File: src/rtl/arb_pkg.sv
// Shared types and helpers for the round-robin hold arbiter.
package arb_pkg;

  localparam int unsigned MAX_N = 32;

  typedef enum logic {
    IDLE  = 1'b0,
    GRANT = 1'b1
  } state_t;

  function automatic logic [MAX_N-1:0] onehot(input int unsigned idx);
    return MAX_N'(1) << idx;
  endfunction

  // Increment with explicit wrap so non-power-of-two N never reaches index N.
  function automatic int unsigned wrap_inc(input int unsigned idx, input int unsigned n);
    return (idx + 1 >= n) ? 0 : idx + 1;
  endfunction

endpackage

File: src/rtl/rr_pick.sv
// Rotating-priority encoder: first set bit of vec at or after ptr, with wrap.
module rr_pick #(
  parameter int unsigned N = 4,
  localparam int unsigned IDXW = $clog2(N)
) (
  input  logic [N-1:0]    vec,
  input  logic [IDXW-1:0] ptr,
  output logic [IDXW-1:0] idx,
  output logic            found
);

  logic [N-1:0]   mask;
  logic [2*N-1:0] dbl;

  // Lower half holds only bits at/after ptr; upper half supplies the wrapped bits.
  always_comb begin
    mask  = {N{1'b1}} << ptr;
    dbl   = {vec, vec & mask};
    idx   = '0;
    found = 1'b0;
    for (int i = 2 * N - 1; i >= 0; i--) begin
      if (dbl[i]) begin
        found = 1'b1;
        idx   = (i >= int'(N)) ? IDXW'(i - int'(N)) : IDXW'(i);
      end
    end
  end

endmodule

File: src/rtl/rr_arbiter_hold.sv
// Round-robin arbiter with grant held across a multi-cycle transaction.
module rr_arbiter_hold
  import arb_pkg::*;
#(
  parameter int unsigned N        = 4,
  parameter int unsigned MAX_HOLD = 8,
  localparam int unsigned IDXW    = $clog2(N)
) (
  input  logic            clk,
  input  logic            rst,
  input  logic [N-1:0]    req,
  input  logic            last,
  output logic [N-1:0]    grant,
  output logic [IDXW-1:0] grant_idx,
  output logic            grant_valid
);

  localparam int unsigned CNTW = (MAX_HOLD > 1) ? $clog2(MAX_HOLD) : 1;
  localparam logic [CNTW-1:0] HOLD_LAST = CNTW'((MAX_HOLD == 0) ? 0 : MAX_HOLD - 1);

  state_t            state_q, state_d;
  logic [N-1:0]      grant_d;
  logic [IDXW-1:0]   idx_d;
  logic              valid_d;
  logic [IDXW-1:0]   ptr, ptr_d;
  logic [CNTW-1:0]   hold_cnt, hold_d;

  logic [N-1:0]      pick_vec;
  logic [IDXW-1:0]   pick_ptr;
  logic [IDXW-1:0]   pick_idx;
  logic              pick_found;

  logic              holder_req;
  logic              hold_expired;
  logic              release_now;
  logic [IDXW-1:0]   next_ptr;

  rr_pick #(.N(N)) u_pick (
    .vec   (pick_vec),
    .ptr   (pick_ptr),
    .idx   (pick_idx),
    .found (pick_found)
  );

  assign holder_req   = |(req & grant);
  assign hold_expired = (MAX_HOLD != 0) && (hold_cnt == HOLD_LAST);
  assign release_now  = !holder_req || last || hold_expired;
  assign next_ptr     = IDXW'(wrap_inc(32'(grant_idx), N));

  always_comb begin
    state_d  = state_q;
    grant_d  = grant;
    idx_d    = grant_idx;
    valid_d  = grant_valid;
    ptr_d    = ptr;
    hold_d   = hold_cnt;
    pick_vec = req;
    pick_ptr = ptr;

    case (state_q)
      IDLE: begin
        if (|req) begin
          state_d = GRANT;
          grant_d = N'(onehot(32'(pick_idx)));
          idx_d   = pick_idx;
          valid_d = 1'b1;
          hold_d  = '0;
        end
      end

      GRANT: begin
        // Holder still requesting stays eligible, but at lowest priority.
        pick_vec = holder_req ? req : (req & ~grant);
        pick_ptr = next_ptr;
        if (release_now) begin
          ptr_d  = next_ptr;
          hold_d = '0;
          if (pick_found) begin
            grant_d = N'(onehot(32'(pick_idx)));
            idx_d   = pick_idx;
            valid_d = 1'b1;
          end else begin
            state_d = IDLE;
            grant_d = '0;
            idx_d   = '0;
            valid_d = 1'b0;
          end
        end else if (!(&hold_cnt)) begin
          hold_d = CNTW'(hold_cnt + 1'b1);
        end
      end

      default: state_d = IDLE;
    endcase
  end

  always_ff @(posedge clk) begin
    if (rst) begin
      state_q     <= IDLE;
      grant       <= '0;
      grant_idx   <= '0;
      grant_valid <= 1'b0;
      ptr         <= '0;
      hold_cnt    <= '0;
    end else begin
      state_q     <= state_d;
      grant       <= grant_d;
      grant_idx   <= idx_d;
      grant_valid <= valid_d;
      ptr         <= ptr_d;
      hold_cnt    <= hold_d;
    end
  end

endmodule

File: config.mk
export PLATFORM = sky130hd
export DESIGN_NAME = rr_arbiter_hold
export DESIGN_NICKNAME = d
export VERILOG_FILES = /design/src/rtl/arb_pkg.sv /design/src/rtl/rr_pick.sv /design/src/rtl/rr_arbiter_hold.sv
export SDC_FILE = /design/constraint.sdc
export NUM_CORES = 1
export LEC_CHECK = 0
export ABC_AREA = 1
export CAP_MARGIN = 20
export CORE_MARGIN = 5
export CORE_UTILIZATION = 55
export CTS_BUF_LIST = sky130_fd_sc_hd__clkbuf_4
export DETAILED_ROUTE_END_ITERATION = 6
export HOLD_SLACK_MARGIN = 0.08
export PLACE_DENSITY = 0.88
export REMOVE_ABC_BUFFERS = 1
export SYNTH_ARGS = -nofsm -noshare
export SYNTH_HDL_FRONTEND = slang
export SYNTH_HIERARCHICAL = 1
export SYNTH_SLANG_ARGS = --single-unit
File: constraint.sdc
create_clock -name clk -period 3.2 [get_ports clk]
set_input_delay 0.64 -clock clk [delete_from_list [all_inputs] [get_ports clk]]
set_output_delay 0.64 -clock clk [all_outputs]
set_load 0.005 [all_outputs]
; Yosys cells after proc, flatten, opt, wreduce, memory -nomap -nowiden
; Index checks and enable logic that the tools add are counted.
[op_classes]
addsub = 2
n_lt_le_gt_ge = 1
eq_ne = 4
shifts = 2
muxes = 39
bitwise = 5
reduce_logical = 9
[ops]
columns = operator, n
row1 = two-way mux 2 bit, 13
row2 = two-way mux 4 bit, 5
row3 = two-way mux 1 bit, 13
row4 = bitwise AND 4 bit, 3
row5 = two-way mux 3 bit, 3
row6 = one-hot mux 4 bit (2 select lines), 1
row7 = OR reduction 4 bit, 2
row8 = one-hot mux 3 bit (2 select lines), 1
row9 = AND reduction 2 bit, 3
row10 = inverter 4 bit, 1
row11 = one-hot mux 1 bit (2 select lines), 2
row12 = one-hot mux 2 bit (2 select lines), 1
row13 = "left shift 1 x 2 -> 4 bit, first input constant", 1
row14 = "left shift 4 x 2 -> 4 bit, first input constant", 1
row15 = "adder 2 x 1 -> 3 bit, second input constant", 1
row16 = "adder 3 x 1 -> 3 bit, second input constant", 1
row17 = "== test 3 bit, second input constant", 1
row18 = "greater-or-equal comparator 3 bit, second input constant", 1
row19 = "inequality test 3 bit, second input constant", 1
row20 = AND reduction 3 bit, 1
row21 = logical OR 1 bit, 2
row22 = "inequality test 2 x 1 -> 1 bit, second input constant", 1
row23 = "inequality test 2 bit, second input constant", 1
row24 = zero test 1 bit, 1
row25 = inverter 1 bit, 1
[word_totals]
ff_bits = 13
inputBits = 7
out_inout_bits = 7
wordCells = 68

; Logic depth before layout (Yosys ltp)
[depth]
word_depth = 16
depth_mapped = 13
depth_no_buf = 13

; Cells and area by module
; Netlist, hierarchy kept.
[modules_own_cells]
columns = module, instances, cells_each, area_per_inst_um2, seq_area_each_um2
row1 = rr_arbiter_hold, 1, 98, 710.7, 260.2
row2 = rr_pick, 1, 20, 92.6, 0.0

; Least setup slack after synthesis
; OpenSTA, ideal clock, no wires.
[synth_timing]
path_type = input to register
startpoint = input req[0]
endpoint = register grant[2]
setup_ns = 0.070
t_arrival_ns = 1.648
t_required_ns = 3.130
path_slack_ns = 1.481
path_stages = 8
n_path_buf = 1
path_cell_list = dlygate4sd1_1 -> nor2_1 -> nor3_1 -> nor2_1 -> inv_1 -> a211oi_1 -> nand3_1 -> a21oi_1
[synth_via]
elab_chain_len = 16
elab_cells_between_ends = 34
classes_between = 2 x eq/ne / 1 x shift / 22 x mux / 3 x bitwise / 6 x reduce/logical
[synth_lines]
columns = item, line_no
row1 = from (decl), rr_arbiter_hold.sv:11  ; input logic [N-1:0] req,
row2 = bitwise AND 4 bit, rr_arbiter_hold.sv:45  ; assign holder_req = |(req & grant);
row3 = OR reduction 4 bit, rr_arbiter_hold.sv:45
row4 = two-way mux 4 bit, rr_arbiter_hold.sv:73  ; pick_vec = holder_req ? req : (req & ~grant);
row5 = two-way mux 4 bit (*), rr_arbiter_hold.sv:60  ; case (state_q)
row6 = two-way mux 2 bit (7 in series), rr_pick.sv:22  ; if (dbl[i]) begin
row7 = two-way mux 2 bit (*), rr_pick.sv:22
row8 = net pick_idx[1], rr_arbiter_hold.sv:30  ; logic [IDXW-1:0] pick_idx;
row9 = left shift 1 x 2 -> 4 bit (*), arb_pkg.sv:12  ; return MAX_N'(1) << idx;
row10 = two-way mux 4 bit, rr_arbiter_hold.sv:78  ; if (pick_found) begin
row11 = two-way mux 4 bit, rr_arbiter_hold.sv:75  ; if (release_now) begin
row12 = one-hot mux 4 bit (2 select lines) (*), rr_arbiter_hold.sv:60
row13 = to (signal assigned), rr_arbiter_hold.sv:107  ; grant <= grant_d;
row14 = to (decl), rr_arbiter_hold.sv:13  ; output logic [N-1:0] grant,
; Mark *: on every way through the listed nets, which the timed path passes. The rest lies on a longest branch. The select of a mux whose other input is x is not followed.
; A chain may end at the register's enable or synchronous reset.

; Final worst setup path
[layout_timing]
startpoint = register state_q
endpoint = register grant[2]
[layout_via]
elab_cells_between_ends = 29
classes_between = 2 x eq/ne / 2 x shift / 22 x mux / 2 x bitwise / 1 x reduce/logical
[layout_lines]
columns = item, line_no
row1 = from (decl), rr_arbiter_hold.sv:21  ; state_t state_q, state_d;
row2 = from (signal assigned), rr_arbiter_hold.sv:106  ; state_q <= state_d;
row3 = two-way mux 2 bit (*), rr_arbiter_hold.sv:60
row4 = net pick_ptr[1], rr_arbiter_hold.sv:29  ; logic [IDXW-1:0] pick_ptr;
row5 = left shift 4 x 2 -> 4 bit (*), rr_pick.sv:17  ; mask = {N{1'b1}} << ptr;
row6 = bitwise AND 4 bit (*), rr_pick.sv:18  ; dbl = {vec, vec & mask};
row7 = two-way mux 2 bit (3 in series), rr_pick.sv:22
row8 = two-way mux 2 bit (*), rr_pick.sv:22
row9 = net pick_idx[1], rr_arbiter_hold.sv:30
row10 = left shift 1 x 2 -> 4 bit (*), arb_pkg.sv:12
row11 = two-way mux 4 bit, rr_arbiter_hold.sv:78
row12 = two-way mux 4 bit, rr_arbiter_hold.sv:75
row13 = one-hot mux 4 bit (2 select lines) (*), rr_arbiter_hold.sv:60
; Marks and branches as above.

==> out/results.txt <==
antenna cell count: 0
met3 wire length: 158 µm
# rows: 13
Antenna Nets Post-Route: 0
worst reg-to-reg setup slack: 1.26 ns
Final Hold Viols: 0
RR Startpoint: state_q
Power Internal: 0.298 mW
max-slew violation count: 0
final core utilization: 70.9%
startpoint types: flop
Mapped Area: 803 µm²
Via density: 5.58
Clk network pwr share: 24.9%
maxcap violations: 0
core region area: 1330 µm²
first-pass GRT wire length: 3040 µm
Die Y: 48.2 µm
CTS sink cnt: 13
H-tree Lvls: 1
dominant cell type by area after synthesis: dfxtp_1
unrepaired setup endpoints after global routing: no
Final Power: 0.440 mW
Yosys cell types: 23
worst-path fanout max: 12
initial antenna violation count: 0
DR WL/cell: 12.1 µm
met2 WL: 841 µm
grt ovf: 0
Worst slew margin: 67.5%
Worst-Margin Slew: 0.486 ns
Setup Viol. Count Final: 0
DRC marker count from the first detailed-route iteration: 23
Clock transition at path regs: 0.08 ns
worst skew pair latency: 0.28 ns
post-synth top area share: 32.4%
M1 wire length: 717 µm
clock root buffer: clkbuf_4
beginning of the critical path: state_q
sequential cell fraction of total power: 43.8%
clk_skew: 0.00537 ns
I/O pin cnt: 14
#FFs+latches synth: 13
type of the tightest min-delay check: flop to flop
Port-buffer cells: 13
setup_tns: 0 ns
CTS Hold Bufs: 0
CTS buffer count: 3
PwrDens: 465 nW/µm²
WP data required: 3.41 ns
vias in the first global route: 729
detailed-route DRC error count: 0
leak pwr: 0.431 nW
combinational power share: 31.3%
crit path DAT: 2.15 ns
Die ar.: 2320 µm²
outcome: completed
final cell count without fillers: 144
CP peak stage delay: 0.63 ns
Final HPWL DP: 1320 µm
Crit. End Element: flop
dpl cells: 140
Mapped Cells: 118
Initial Util: 60.2%
nets@finish: 140
WL final: 1740 µm
synthesized area per cell: 6.81 µm²
dpl ws: 1.03 ns
critical path type: flop to flop
period utilisation layout: 60.7%
fraction of layout cells with a size suffix above 1: 12.4%
PostCTS Resize Cnt: 0
Placer Congestion: 0.810
Die W: 48.2 µm
CP endpoint: grant[2]
clock tree buffer depth: 2
FF-to-FF path depth: 10
pin count of the biggest net entering global routing: 14
peak supply drop: 0.291 mV
worst r2r dst: grant[2]
fmax: 515 MHz
dominant cells by area after synthesis: dfxtp_1, nand2_1, nand3_1
Vias: 803
most used cell, CP: nand2_1
fin worst setup slack: 1.26 ns
Setup Fix Bufs, Post-CTS: 0
All-Layer GR Usage: 18.3%
worst path cell trace: inv_1 -> nand2_1 -> nand2_1 -> nand2_1 -> nor3_1 -> nor2_1 -> inv_1 -> a211oi_1 -> nand3_1 -> a21oi_1
Fillers: 103
Synth Warn #: 6
switching portion of total power: 32.2%
Top Metal Used: met4
post-route minimum period: 1.94 ns
Seq/Total Area, Yosys: 32.4%
sw power: 0.142 mW
critical path's slowest cell: dfxtp_1
area growth from synthesis to layout: 17.8%
CTS tree: built
DR pass1 iterations: 4
==> power groups by stage <==
stage | Clock [mW] | Sequential (mW) | Combinational (mW)
5_1_grt | 0.120 | 0.196 | 0.156
3_5_place_dp | 0 | 0.197 | 0.137
2_1_floorplan | 0 | 0.195 | 0.0851
4_1_cts | 0.110 | 0.193 | 0.138
6_report | 0.109 | 0.193 | 0.138
3_3_place_gp | 0 | 0.196 | 0.133
==> sequential cells by signal, indices dropped and copies added, names as in the netlist <==
signal and cells:
hold_cnt 3, grant_idx 2, grant 4, state_q 1, grant_valid 1, ptr 2
==> worst min path at each step <==
stage,start,end,slack [ns],cells after the start
after floorplan,ptr[0],ptr[0],0.43,2
after global placement,ptr[0],ptr[0],0.45,2
after detailed placement,ptr[0],ptr[0],0.46,2
after CTS,ptr[0],ptr[0],0.47,2
after global routing,ptr[0],ptr[0],0.51,2
final,ptr[0],ptr[0],0.47,2
==> per-stage QoR <==
step	hold slack, ns	cell area, µm²
3_3_place_gp	0.448	916
6_report	0.465	946
3_5_place_dp	0.461	916
2_1_floorplan	0.435	767
5_1_grt	0.508	946
4_1_cts	0.471	946
==> synth_stat cells <==
library cell	number
inv_2	2
o21ai_2	1
a21oi_1	12
dlygate4sd1_1	1
nand2_1	27
ha_1	3
a21oi_2	2
nor2_1	8
dfxtp_1	13
nor3_1	1
a211oi_1	4
nor2_2	2
nand3_4	1
buf_2	1
inv_1	13
o211ai_1	1
or2_1	1
o21a_1	1
clkbuf_1	3
nand3_2	1
nand3_1	16
nand2_2	3
buf_6	1
==> worst max-delay path, delay by kind of cell (launching register included) <==
family / cells / cell delay (ns)
flops: 1 / 0.63
simple gates: 6 / 0.58
compound gates: 2 / 0.36
buf+inv: 2 / 0.29
==> cell type report <==
type / count / area (µm²) / area share, %
flip-flops and latches: 13 / 260 / 27.5
multi-input cells: 84 / 450 / 47.6
well taps: 15 / 18.8 / 1.98
clock buffers: 4 / 30.0 / 3.17
repair buffers: 13 / 130 / 13.8
inverters: 15 / 56.3 / 5.95
==> cells in the final DEF (no fill, tap or decap) <==
| master | synthesis | final |
|---|---|---|
| a211oi_1 | 4 | 4 |
| a21oi_1 | 12 | 12 |
| a21oi_2 | 2 | 2 |
| clkbuf_4 | 0 | 4 |
| clkdlybuf4s50_1 | 0 | 13 |
| dfxtp_1 | 13 | 13 |
| ha_1 | 3 | 3 |
| inv_1 | 13 | 13 |
| inv_2 | 2 | 2 |
| nand2_1 | 27 | 27 |
| nand2_2 | 3 | 3 |
| nand3_1 | 16 | 16 |
| nand3_2 | 1 | 1 |
| nand3_4 | 1 | 1 |
| nor2_1 | 8 | 8 |
| nor2_2 | 2 | 2 |
| nor3_1 | 1 | 1 |
| o211ai_1 | 1 | 1 |
| o21a_1 | 1 | 1 |
| o21ai_2 | 1 | 1 |
| or2_1 | 1 | 1 |
==> layer usage <==
metal / vias up / GRT usage [%]
met5: - / 0
met4: 0 / 6.45
met3: 4 / 3.69
met2: 37 / 30.7
met1: 350 / 23.0
li1: 412 / -
==> logic make-up after synthesis <==
group           synth area share [%]
buf+inv                         11.5
fa+ha+maj                       4.67
flops                           32.4
compound gates                  16.4
simple gates                    35.0
Note: power is estimated with default switching activity, not from simulation.
